**src/rtl/pce_rom_pkg.sv**
```systemverilog
// Shared types and constants for the PCE ROM download path.
// Optional feature macro: ROM_CHECKSUM_EN (adds the rom_sum output to rom_download_ctrl).
package pce_rom_pkg;

    typedef enum logic [1:0] {
        IDLE     = 2'd0,
        ACTIVE   = 2'd1,
        WAIT_ACK = 2'd2,
        FINISH   = 2'd3
    } state_t;

    // "POPULOUS" words expected at offsets 6, 8, 10 and 12 of a signature block
    localparam logic [3:0][15:0] POP_SIG = {16'h5355, 16'h4F4C, 16'h5550, 16'h4F50};

    // Signature block bases, compared against addr[ADDR_W-1:4]
    localparam logic [11:0] POP_BASE_HI = 12'h212;
    localparam logic [11:0] POP_BASE_LO = 12'h1F2;

    localparam int unsigned HDR_SIZE_DEF = 512;

    function automatic logic [15:0] bit_rev_bytes(input logic [15:0] d);
        logic [15:0] r;
        for (int i = 0; i < 8; i++) begin
            r[i]     = d[7-i];
            r[8+i]   = d[15-i];
        end
        return r;
    endfunction

endpackage

```
**src/rtl/pop_sig_detect.sv**
```systemverilog
// Populous signature checker: flags which 8 KB half saw a mismatching signature word.
module pop_sig_detect
    import pce_rom_pkg::*;
#(
    parameter int unsigned ADDR_W = 24
) (
    input  logic [ADDR_W-1:0] addr,
    input  logic [15:0]       data,
    input  logic              valid,
    output logic [1:0]        clr_mask_c
);

    localparam int unsigned BASE_W = ADDR_W - 4;

    logic        base_hit;
    logic        sig_slot;
    logic [15:0] exp_sig;

    always_comb begin
        clr_mask_c = 2'b00;
        base_hit   = (addr[ADDR_W-1:4] == BASE_W'(POP_BASE_HI)) ||
                     (addr[ADDR_W-1:4] == BASE_W'(POP_BASE_LO));
        sig_slot   = 1'b1;
        exp_sig    = 16'h0000;
        case (addr[3:0])
            4'd6:    exp_sig = POP_SIG[0];
            4'd8:    exp_sig = POP_SIG[1];
            4'd10:   exp_sig = POP_SIG[2];
            4'd12:   exp_sig = POP_SIG[3];
            default: sig_slot = 1'b0;
        endcase
        if (valid && base_hit && sig_slot && (data != exp_sig)) begin
            clr_mask_c[addr[13]] = 1'b1;
        end
    end

endmodule

```
**src/rtl/rom_download_ctrl.sv**
```systemverilog
// ioctl ROM download controller: toggle-handshake writes to DDR3/SDRAM writers plus end-of-load info.
// Optional feature macro: ROM_CHECKSUM_EN adds rom_sum (byte sum of accepted words).
module rom_download_ctrl
    import pce_rom_pkg::*;
#(
    parameter int unsigned ADDR_W    = 24,
    parameter int unsigned HDR_SIZE  = HDR_SIZE_DEF,
    parameter int unsigned SGX_INDEX = 2
) (
    input  logic              clk_sys,
    input  logic              reset_n,
    input  logic              ioctl_download,
    input  logic [7:0]        ioctl_index,
    input  logic              ioctl_wr,
    input  logic [15:0]       ioctl_dout,
    output logic              ioctl_wait,
    input  logic              swap,
    output logic [ADDR_W-1:0] wr_addr,
    output logic [15:0]       wr_data,
    output logic              wr_req,
    input  logic              dd_ack,
    input  logic              sd_ack,
    output logic [ADDR_W-1:0] rom_size,
    output logic              hdr_present,
    output logic [1:0]        populous,
    output logic              sgx,
`ifdef ROM_CHECKSUM_EN
    output logic [15:0]       rom_sum,
`endif
    output logic              done
);

    state_t            state, state_nxt;
    logic              dl_q, start_pend, start_pend_nxt;
    logic [ADDR_W-1:0] wr_addr_nxt, rom_size_nxt;
    logic [15:0]       wr_data_nxt, din_sw;
    logic              wr_req_nxt, wait_nxt, hdr_nxt, sgx_nxt, done_nxt;
    logic [1:0]        populous_nxt, pop_clr_c;
    logic              rise_c, accept_c, ack_ok_c;
    logic              unused_idx_c;
`ifdef ROM_CHECKSUM_EN
    logic [15:0]       rom_sum_nxt;
`endif

    assign unused_idx_c = ^ioctl_index[7:5];
    assign rise_c       = ioctl_download & ~dl_q;
    assign accept_c     = (state == ACTIVE) && ioctl_wr;
    assign ack_ok_c     = (dd_ack == wr_req) && (sd_ack == wr_req);
    assign din_sw       = swap ? bit_rev_bytes(ioctl_dout) : ioctl_dout;

    pop_sig_detect #(.ADDR_W(ADDR_W)) u_pop (
        .addr       (wr_addr),
        .data       (din_sw),
        .valid      (accept_c),
        .clr_mask_c (pop_clr_c)
    );

    // Next-state and output logic
    always_comb begin
        state_nxt      = state;
        start_pend_nxt = start_pend | (rise_c && (state != IDLE));
        wr_addr_nxt    = wr_addr;
        wr_data_nxt    = wr_data;
        wr_req_nxt     = wr_req;
        wait_nxt       = ioctl_wait;
        rom_size_nxt   = rom_size;
        hdr_nxt        = hdr_present;
        populous_nxt   = populous;
        sgx_nxt        = sgx;
        done_nxt       = 1'b0;
`ifdef ROM_CHECKSUM_EN
        rom_sum_nxt    = rom_sum;
`endif
        case (state)
            IDLE: begin
                start_pend_nxt = 1'b0;
                if (rise_c || start_pend) begin
                    wr_addr_nxt  = '0;
                    populous_nxt = 2'b11;
                    sgx_nxt      = (ioctl_index[4:0] == 5'(SGX_INDEX));
`ifdef ROM_CHECKSUM_EN
                    rom_sum_nxt  = 16'h0000;
`endif
                    state_nxt    = ACTIVE;
                end
            end
            ACTIVE: begin
                if (ioctl_wr) begin
                    wr_data_nxt  = din_sw;
                    wr_req_nxt   = ~wr_req;
                    wait_nxt     = 1'b1;
                    populous_nxt = populous & ~pop_clr_c;
`ifdef ROM_CHECKSUM_EN
                    rom_sum_nxt  = rom_sum + 16'(din_sw[7:0]) + 16'(din_sw[15:8]);
`endif
                    state_nxt    = WAIT_ACK;
                end else if (!ioctl_download) begin
                    state_nxt = FINISH;
                end
            end
            WAIT_ACK: begin
                // A pending write always completes before an end of download is honoured
                if (ack_ok_c) begin
                    wait_nxt    = 1'b0;
                    wr_addr_nxt = wr_addr + ADDR_W'(2);
                    state_nxt   = ioctl_download ? ACTIVE : FINISH;
                end
            end
            FINISH: begin
                rom_size_nxt = wr_addr;
                hdr_nxt      = (wr_addr[12:0] == 13'(HDR_SIZE));
                done_nxt     = 1'b1;
                state_nxt    = IDLE;
            end
            default: state_nxt = IDLE;
        endcase
    end

    always_ff @(posedge clk_sys or negedge reset_n) begin
        if (!reset_n) begin
            state       <= IDLE;
            dl_q        <= 1'b0;
            start_pend  <= 1'b0;
            wr_addr     <= '0;
            wr_data     <= 16'h0000;
            wr_req      <= 1'b0;
            ioctl_wait  <= 1'b0;
            rom_size    <= '0;
            hdr_present <= 1'b0;
            populous    <= 2'b11;
            sgx         <= 1'b0;
            done        <= 1'b0;
`ifdef ROM_CHECKSUM_EN
            rom_sum     <= 16'h0000;
`endif
        end else begin
            state       <= state_nxt;
            dl_q        <= ioctl_download;
            start_pend  <= start_pend_nxt;
            wr_addr     <= wr_addr_nxt;
            wr_data     <= wr_data_nxt;
            wr_req      <= wr_req_nxt;
            ioctl_wait  <= wait_nxt;
            rom_size    <= rom_size_nxt;
            hdr_present <= hdr_nxt;
            populous    <= populous_nxt;
            sgx         <= sgx_nxt;
            done        <= done_nxt;
`ifdef ROM_CHECKSUM_EN
            rom_sum     <= rom_sum_nxt;
`endif
        end
    end

endmodule
```
**config.mk**
```make
export PLATFORM = sky130hd
export DESIGN_NAME = rom_download_ctrl
export DESIGN_NICKNAME = d
export VERILOG_FILES = /design/src/rtl/pce_rom_pkg.sv /design/src/rtl/pop_sig_detect.sv /design/src/rtl/rom_download_ctrl.sv
export SDC_FILE = /design/constraint.sdc
export NUM_CORES = 1
export LEC_CHECK = 0
export ABC_AREA = 1
export CORE_UTILIZATION = 45
export DETAILED_ROUTE_END_ITERATION = 6
export PLACE_DENSITY = 0.74
export SKIP_LAST_GASP = 1
export SLEW_MARGIN = 25
export SYNTH_ARGS = -nofsm -noshare
export SYNTH_HDL_FRONTEND = slang
export SYNTH_HIERARCHICAL = 1
export SYNTH_SLANG_ARGS = --single-unit
```
**constraint.sdc**
```tcl
create_clock -name clk_sys -period 2.2 [get_ports clk_sys]
set_input_delay 0.22 -clock clk_sys [delete_from_list [all_inputs] [get_ports clk_sys]]
set_output_delay 0.22 -clock clk_sys [all_outputs]
set_load 0.005 [all_outputs]
```
==> impl_metrics.json, run 1 <==
{
  "yosysTopAreaCellShare_pct": 43.5,
  "final_core_util_pct": 61.1,
  "drc": 0,
  "synth-seq-cells": 73,
  "dp_cells": 747,
  "grt_max_degree": 74,
  "worstPathArrival_ns": 2.08,
  "async_flop_share_pct": 100,
  "end_kind": "flop",
  "vias_per_cell": 4.91,
  "cts.htree.levels": 3,
  "grt_pass1_vias": 3504,
  "synth-seq-area-share_pct": 44.8,
  "grt_overflow": 0,
  "whs_ns": -0.0123,
  "clockRootBuffer": "clkbuf_8",
  "cap_violations": 0,
  "diodes": 0,
  "setup_viol": 0,
  "hp-class": "primary input to asynchronous set/reset pin",
  "fp.dieW_um": 97.2,
  "postLayoutCellArea_um2": 5350,
  "synth_top_cell_by_area": "dfrtp_1",
  "hold_violations": 16,
  "hpwl_um": 7350,
  "rows": 34,
  "cts_resized": 0,
  "rsz0062_at_grt": "false",
  "numPortBuffers": 96,
  "first_iter_violations": 192,
  "violations": "negative hold slack",
  "clockBufferDepth": 2,
  "tightestPinTransition_ns": 0.923,
  "clkTransAtPathRegs_ns": 0.07,
  "core_area_um2": 8760,
  "wirelength_um": 9870,
  "grtUsageTotal_pct": 21.9,
  "synthCells": 553,
  "antenna_found_initial": 0,
  "p_per_area_nw_per_um2": 836,
  "clk_latency_ns": 0.36,
  "min_period_over_period_pct": 81.3,
  "initial_core_util_pct": 46.6,
  "synth_ff_type": "dfrtp_1",
  "ys_types": 37,
  "max_slew_margin_pct": 38.5,
  "crit_fanout": 11,
  "status": "finished, violations left",
  "cts_tree": "built",
  "p_leak_nw": 2.57,
  "final_layout_size_suffix_gt1_share_pct": 10.8,
  "finClkSkew_ns": 0.00946,
  "cts_setup_buffers": 0,
  "hold_buffers": 0,
  "cts.sinks": 73,
  "postRouteAntennaNets": 0,
  "dieArea_um2": 9450,
  "drt_pass1_iterations": 5,
  "synth_edf_count": 0,
  "irDropWorstVdd_uv": 537,
  "report.final.slew_viol_count": 0,
  "timing.fmax_mhz": 559,
  "grt_pass1_wl_um": 16600,
  "synth_compound_area_share_pct": 6.84,
  "io-pin-count": 102,
  "yosys.area_share.simple_pct": 38.7,
  "synth-warning-count": 6,
  "fin_nets": 682,
  "critPathKind": "flop to flop",
  "min_period_ns": 1.79,
  "synth_xor_area_share_pct": 0.644,
  "yosys-top-cells-area": "dfrtp_1, nand2_1, nor2_1",
  "gp_congestion": 0.870,
  "placed_area_um2": 5120,
  "syn_to_final_growth_pct": 31.2,
  "vias": 3748,
  "worst_ep_required_time_ns": 2.49,
  "wl_per_cell_um": 12.9,
  "cts_buffers": 9,
  "netlist_area_um2": 4080,
  "synth_top_family_by_area": "simple AND/OR/NAND/NOR gates",
  "avgSynthCellArea_um2": 7.38,
  "start_kind": "flop",
  "finalNonFillerCells": 763,
  "fp.dieH_um": 97.2,
  "synthMuxAreaShare_pct": 0,
  "synthAdderAreaFrac_pct": 0.307,
  "fin_tns_setup_ns": 0
}
worst max-delay path, cell delays in order, from the launching register on:
cell     delay (ns)
dfrtp_1        0.56
inv_2          0.08
nor2_4         0.11
nand2_1        0.23
nand2_1        0.13
nand2_1        0.06
nand2_1        0.06
nand2_1        0.06
nor2_2         0.09
nand3_2        0.08
nand2_2        0.06
nor2_1         0.04
nand2_1        0.07
nand2_1        0.04
nand2_1        0.05
layout make-up:
type	instances	area, um2
repair buffers	101	1020
well taps	108	135
inverters	60	228
clock buffers	10	138
flip-flops and latches	73	1830
fillers	811	3410
clock inverters	6	91.3
multi-input cells	405	1910
final timing paths:
kind	start	to	slack (ns)	cells past startpoint
max	wr_addr[1]	populous[0]	0.41	14
min	reset_n	ioctl_wait	-0.01	1
max reg2reg	wr_addr[1]	populous[0]	0.41	14
min reg2reg	wr_data[9]	wr_data[9]	0.47	2
max in group asynchronous	reset_n	wr_data[6]	1.60	1
min in group clk_sys	ioctl_download	dl_q	0.38	1
state kept, by name (all words and copies together) (netlist names):
register,cells
dl_q,1
done,1
hdr_present,1
ioctl_wait,1
populous,2
rom_size,23
sgx,1
start_pend,1
state,2
wr_addr,23
wr_data,16
wr_req,1
metrics by stage:
stage          hold WS [ns]  setup slack [ns]  power [mW]
4_1_cts              0.0299             0.398        4.52
6_report            -0.0123             0.412        4.48
3_3_place_gp          0.415             0.205        3.28
5_1_grt              0.0658             0.188        4.76
3_5_place_dp          0.420             0.155        3.31
2_1_floorplan       -0.0756             0.509        2.64
synth_stat cells (3+ instances only):
| library cell | number |
|---|---|
| nand2_1 | 188 |
| nand3_2 | 4 |
| o21ai_0 | 27 |
| nor3_1 | 8 |
| a21oi_1 | 20 |
| nand4_1 | 13 |
| nand2_2 | 7 |
| clkbuf_1 | 4 |
| buf_6 | 4 |
| nand3_1 | 28 |
| nor2_1 | 65 |
| nor2_2 | 13 |
| nor2_4 | 5 |
| inv_2 | 7 |
| dfrtp_1 | 71 |
| nand2_4 | 4 |
| buf_2 | 6 |
| xor2_1 | 3 |
| nand3b_1 | 5 |
| inv_1 | 50 |
cells by family after synthesis:
logic type                 Yosys count
and+or+nand+nor                    346
adders and majority gates            1
AOI/OAI and AO/OA                   51
DFF                                 73
other                                1
buffers and inverters               78
xor gates and xnor gates             3
where the power goes:
part / internal, mW / switching (mW)
Clock: 0.670 / 0.527
Combinational: 0.678 / 0.844
Sequential: 1.57 / 0.185
routing by layer:
| layer | wire length, um | vias up | GRT usage, % |
|---|---|---|---|
| met3 | 440 | 13 | 4.10 |
| met1 | 4690 | 1713 | 30.4 |
| met5 | 0 | - | 0 |
| met2 | 4600 | 94 | 34.6 |
| met4 | 141 | 0 | 7.69 |
| li1 | - | 1928 | - |
cells in the final DEF, fill, tap and decap left out, types with 3 or more instances in the layout:
cell type / count
a21oi_1: 20
buf_4: 4
clkbuf_8: 10
clkdlybuf4s50_1: 95
clkinvlp_4: 3
conb_1: 4
dfrtp_1: 71
inv_1: 50
inv_2: 7
nand2_1: 188
nand2_2: 7
nand2_4: 4
nand3_1: 28
nand3_2: 4
nand3b_1: 5
nand4_1: 13
nor2_1: 65
nor2_2: 13
nor2_4: 5
nor3_1: 8
o21ai_0: 27
xor2_1: 3
No activity file was read; power rests on OpenSTA's default activity.
==> inputs of run 2 (changes only) <==
Clock period 2.2 ns to 1.8 ns, I/O delays scaled along.
==> run 2 against run 1 <==
  * The run now ends clean
  * Utilization increased by 1.9 points
  * Cell count increased by 3.3%
  * Combinational power increased by 33%
  * Clock power increased by 6%
  * Largest cell class unchanged
  * Die area unchanged
  * Highest routed layer unchanged
  * Critical path depth decreased by 12
  * Sequential power increased by 22%
  * Sequential cell count unchanged
==> impl_metrics.json, run 2 (synthesis gave the netlist of run 1 again) <==
{
  "cts.htree.levels": 3,
  "syn_to_final_growth_pct": 35.3,
  "wl_per_cell_um": 13.2,
  "dieArea_um2": 9450,
  "report.final.slew_viol_count": 0,
  "irDropWorstVdd_uv": 668,
  "mostFrequentLayoutCells": "nand2_1, clkdlybuf4s50_1, dfrtp_1, nor2_1, inv_1",
  "vias": 3942,
  "p_leak_nw": 2.67,
  "critPathKind": "flop to primary output",
  "final_core_util_pct": 63.0,
  "rsz0062_at_grt": "false",
  "p_switching_mw": 1.96,
  "vias_per_cell": 5.00,
  "grt_pass1_wl_um": 17800,
  "rows": 34,
  "internal_power_mw": 3.48,
  "finClkSkew_ns": 0.0111,
  "numPortBuffers": 96,
  "min_period_over_period_pct": 94.7,
  "hpwl_um": 7820,
  "seq_power_share_pct": 39.5,
  "grt_max_degree": 33,
  "cap_violations": 0,
  "io-pin-count": 102,
  "multi_input_area_um2": 1920,
  "switching_share_pct": 36.0,
  "hp-class": "primary input to asynchronous set/reset pin",
  "status": "finished clean",
  "crit_fanout": 6,
  "cts.sinks": 73,
  "wirelength_um": 10400,
  "ff2ff_path_depth": 12,
  "end_kind": "primary output",
  "grt_pass1_vias": 3831,
  "first_iter_violations": 255,
  "antenna_found_initial": 0,
  "final_layout_size_suffix_gt1_share_pct": 14.6,
  "worstPathArrival_ns": 1.52,
  "fin_nets": 707,
  "gp_congestion": 0.867,
  "postRouteAntennaNets": 0,
  "timing.fmax_mhz": 587,
  "power_frac_clock_pct": 23.4,
  "largestRegisters": "rom_size (23), wr_addr (23), wr_data (16)",
  "drt_pass1_iterations": 5,
  "fp.dieW_um": 97.2,
  "p_per_area_nw_per_um2": 986,
  "hold_violations": 0,
  "core_area_um2": 8760,
  "drc": 0,
  "start_kind": "flop",
  "grt_overflow": 0,
  "cts_tree": "built",
  "fp.dieH_um": 97.2,
  "combPwrFrac_pct": 37.1,
  "initial_core_util_pct": 46.6,
  "setup_viol": 0,
  "clockBufferDepth": 2,
  "grtUsageTotal_pct": 23.2,
  "finalPower_mw": 5.44,
  "min_period_ns": 1.70,
  "final_common_cell": "nand2_1",
  "cts_buffers": 9,
  "worst_ep_required_time_ns": 1.62,
  "fill_cells": 777,
  "clk_latency_ns": 0.35,
  "clockRootBuffer": "clkbuf_8",
  "regArea_um2": 1830,
  "diodes": 0,
  "clkTransAtPathRegs_ns": 0.08
}
run 2: cell count changes in the layout (fill, tap and decap cells not counted), sizes merged:
cell | before | now
bufinv | 2 | 1
dlygate4sd3 | 0 | 1
clkinv | 3 | 5
clkbuf | 10 | 9
buf | 6 | 30
run 2: power by group through the flow:
stage	sequential, mW	combinational (mW)	clock, mW
final	2.15	2.02	1.27
after floorplan	2.17	1.05	0
after detailed placement	2.18	1.99	0
after global placement	2.17	1.95	0
after global routing	2.18	2.25	1.37
after CTS	2.15	2.01	1.28
run 2: final cells by class:
cell class / instances / share of cell area [%]
clock buffer: 9 / 2.24
clock inverter: 7 / 1.29
inverter: 60 / 4.13
multi-input combinational: 405 / 34.8
sequential: 73 / 33.2
tap: 108 / 2.45
timing repair buffer: 126 / 21.9
run 2: worst paths after layout:
kind | from | endpoint | slack [ns]
max | wr_addr[3] | wr_addr[3] | 0.1
min | reset_n | wr_addr[13] | 0.28
max in group asynchronous | reset_n | wr_data[6] | 0.95
max reg2reg | state[1] | populous[1] | 0.13
min reg2reg | wr_data[10] | wr_data[10] | 0.48
min in group clk_sys | ioctl_download | dl_q | 0.34
run 2: worst max-delay path, stage by stage, from the launching register on:
cell	delay [ns]
dfrtp_1	0.48
buf_4	0.20
clkdlybuf4s50_1	0.51
run 2: per-stage QoR:
step	TNS [ns]	cell area, um2	hold WS, ns	setup WS, ns	std cells
global placement	-0.272	5300	0.121	-0.137	770
finish	0	5520	0.284	0.0950	788
detailed placement	-0.351	5300	0.120	-0.181	770
global route	0	5520	0.313	0.00105	788
floorplan	0	4090	-0.116	0.109	556
CTS	0	5500	0.294	0.0273	787
run 2: metal layers:
metal | part of all wire [%] | track usage [%] | vias up | wire length [um]
li1 | - | - | 1974 | -
met1 | 46 | 31.0 | 1835 | 4830
met2 | 47 | 38.9 | 119 | 4940
met3 | 5.0 | 3.53 | 14 | 517
met4 | 1.2 | 7.01 | 0 | 123
met5 | 0 | 0 | - | 0
run 2: what timing repair did:
item | in CTS | in global routing
hold buffers | 1 | 0
endpoints found under the hold margin | 22 | 0
buffers inserted | 0 | 1
endpoints found under the setup margin | 0 | 2
gates resized for setup | 0 | 5
==> inputs of run 3 (changes only) <==
==> constraint.sdc (replaced) <==
create_clock -name clk_sys -period 1.8 [get_ports clk_sys]
set_input_delay 0.18 -clock clk_sys [delete_from_list [all_inputs] [get_ports clk_sys]]
set_output_delay 0.18 -clock clk_sys [all_outputs]
set_load 0.1 [all_outputs]
==> run 3 against run 2 <==
  * Clock-buffer cell count unchanged
  * Design area up 2.9%
  * Global-route usage up 0.62 points
  * Worst hold slack worse by 0.11 ns
  * Maximum frequency about the same
  * Via count up 1.6%
  * Highest routed layer unchanged
  * Sequential share of layout area down 0.47 points
  * Largest cell class unchanged
  * Worst setup slack worse by 0.00090 ns
  * Sequential cell count unchanged
  * Critical path type is now flop to flop
==> impl_metrics.json, run 3 (synthesis gave the netlist of run 1 again) <==
{
  "postLayoutCellArea_um2": 5680,
  "report.final.slew_viol_count": 0,
  "finalPower_mw": 7.56,
  "fp.dieH_um": 97.2,
  "grt_max_degree": 33,
  "switching_share_pct": 50.4,
  "r2r_setup_slack_ns": 0.09,
  "met2_usage_pct": 38.9,
  "timing.fmax_mhz": 586,
  "vias": 4005,
  "gp_congestion": 0.866,
  "min_period_over_period_pct": 94.8,
  "clk_latency_ns": 0.35,
  "antenna_found_initial": 0,
  "drc": 0,
  "crit_path_cell_trace": "inv_2, nor2_4, nand2_4, buf_6, nand3_1, nand2_1, nand2_1, nor2_2, nand3_2, nand2_2, nor2_1, nand2_1, nand2_1, nand2_1",
  "p_switching_mw": 3.81,
  "clockRootBuffer": "clkbuf_8",
  "gr-usage-met3_pct": 3.31,
  "worst_ep_required_time_ns": 2.07,
  "critical_path.top_delay_family": "simple AND/OR/NAND/NOR gates",
  "power_frac_clock_pct": 20.6,
  "finClkSkew_ns": 0.0127,
  "whs_ns": 0.174,
  "end_kind": "flop",
  "initial_core_util_pct": 46.6,
  "cpMostUsedCell": "nand2_1",
  "numPortBuffers": 96,
  "seq_power_share_pct": 28.6,
  "grtUsageTotal_pct": 23.8,
  "hp-class": "primary input to asynchronous set/reset pin",
  "dp_cells": 772,
  "grt_pass1_vias": 3891,
  "status": "finished clean",
  "crit_path_max_incr_delay_ns": 0.51,
  "worstPathBufferInverterCount": 2,
  "ff2ff_path_depth": 14,
  "setup_ws_ns": 0.0941,
  "cap_violations": 0,
  "min_period_ns": 1.71,
  "final_layout_size_suffix_gt1_share_pct": 28.1,
  "reg2reg_from": "wr_addr[1]",
  "cts_tree": "built",
  "cts_buffers": 9,
  "p_leak_nw": 2.93,
  "cts.sinks": 73,
  "place_ws_ns": -0.198,
  "io-pin-count": 102,
  "hpwl_um": 8020,
  "finalNonFillerCells": 795,
  "clkTransAtPathRegs_ns": 0.08,
  "fp.dieW_um": 97.2,
  "hold_violations": 0,
  "setup_viol": 0,
  "diodes": 0,
  "dieArea_um2": 9450,
  "combPwrFrac_pct": 50.7,
  "rows": 34,
  "drt_pass1_iterations": 5,
  "critPathKind": "flop to flop",
  "final_core_util_pct": 64.8,
  "largestRegisters": "rom_size (23), wr_addr (23), wr_data (16)",
  "internal_power_mw": 3.75,
  "wirelength_um": 10800,
  "postRouteAntennaNets": 0,
  "clockBufferDepth": 2,
  "worstPathArrival_ns": 1.98,
  "mostFrequentLayoutCells": "nand2_1, buf_4, nor2_1, dfrtp_1, inv_1",
  "first_iter_violations": 250,
  "cts.htree.levels": 3,
  "wl_per_cell_um": 13.5,
  "rsz0062_at_grt": "true",
  "busiest_layer": "met2",
  "start_kind": "flop",
  "vias_per_cell": 5.04,
  "p_per_area_nw_per_um2": 1330,
  "crit_fanout": 8,
  "grt_pass1_wl_um": 18300,
  "critPathSlowestCell": "dfrtp_4",
  "grt_use_met1_pct": 32.6,
  "fin_tns_setup_ns": 0,
  "final_common_cell": "nand2_1",
  "core_area_um2": 8760,
  "fin_nets": 714,
  "irDropWorstVdd_uv": 1250,
  "placed_area_um2": 5330,
  "grt_overflow": 0,
  "syn_to_final_growth_pct": 39.2,
  "r2r-end": "populous[1]"
}
## run 3: area by class of cell
| cell class | instances | area [um2] |
|---|---|---|
| Fill cell | 750 | 3080 |
| Multi-Input combinational cell | 405 | 1940 |
| Sequential cell | 73 | 1860 |
| Timing Repair Buffer | 133 | 1270 |
| Inverter | 60 | 228 |
| Tap cell | 108 | 135 |
| Clock buffer | 9 | 124 |
| Clock inverter | 7 | 118 |
## run 3: worst max-delay path by stage
stage	startpoint	to	slack, ns	cells past startpoint
6_report	wr_addr[1]	populous[1]	0.09	14
3_5_place_dp	swap	populous[0]	-0.20	15
4_1_cts	wr_addr[1]	populous[0]	0.02	13
2_1_floorplan	wr_addr[18]	wr_addr[21]	0.001	7
5_1_grt	wr_addr[1]	populous[1]	-0.03	14
3_3_place_gp	swap	populous[0]	-0.12	15
## run 3: per-layer routing
layer / up-vias / wire length, um
met5: - / 0
met4: 0 / 195
met3: 20 / 501
met2: 134 / 5110
met1: 1866 / 4940
li1: 1985 / -
## run 3: power by group through the flow
stage | combinational, mW | sequential (mW) | clock (mW)
after detailed placement | 3.78 | 2.19 | 0
final | 3.84 | 2.16 | 1.56
after CTS | 3.79 | 2.17 | 1.59
after global placement | 3.72 | 2.19 | 0
after floorplan | 1.07 | 3.95 | 0
after global routing | 4.06 | 2.21 | 1.65
## run 3: what timing repair did
item / in CTS / in global routing
hold buffers: 1 / 0
endpoints found under the hold margin: 71 / 0
gates resized for setup: 0 / 14
setup buffers: 0 / 5
endpoints found under the setup margin: 0 / 2
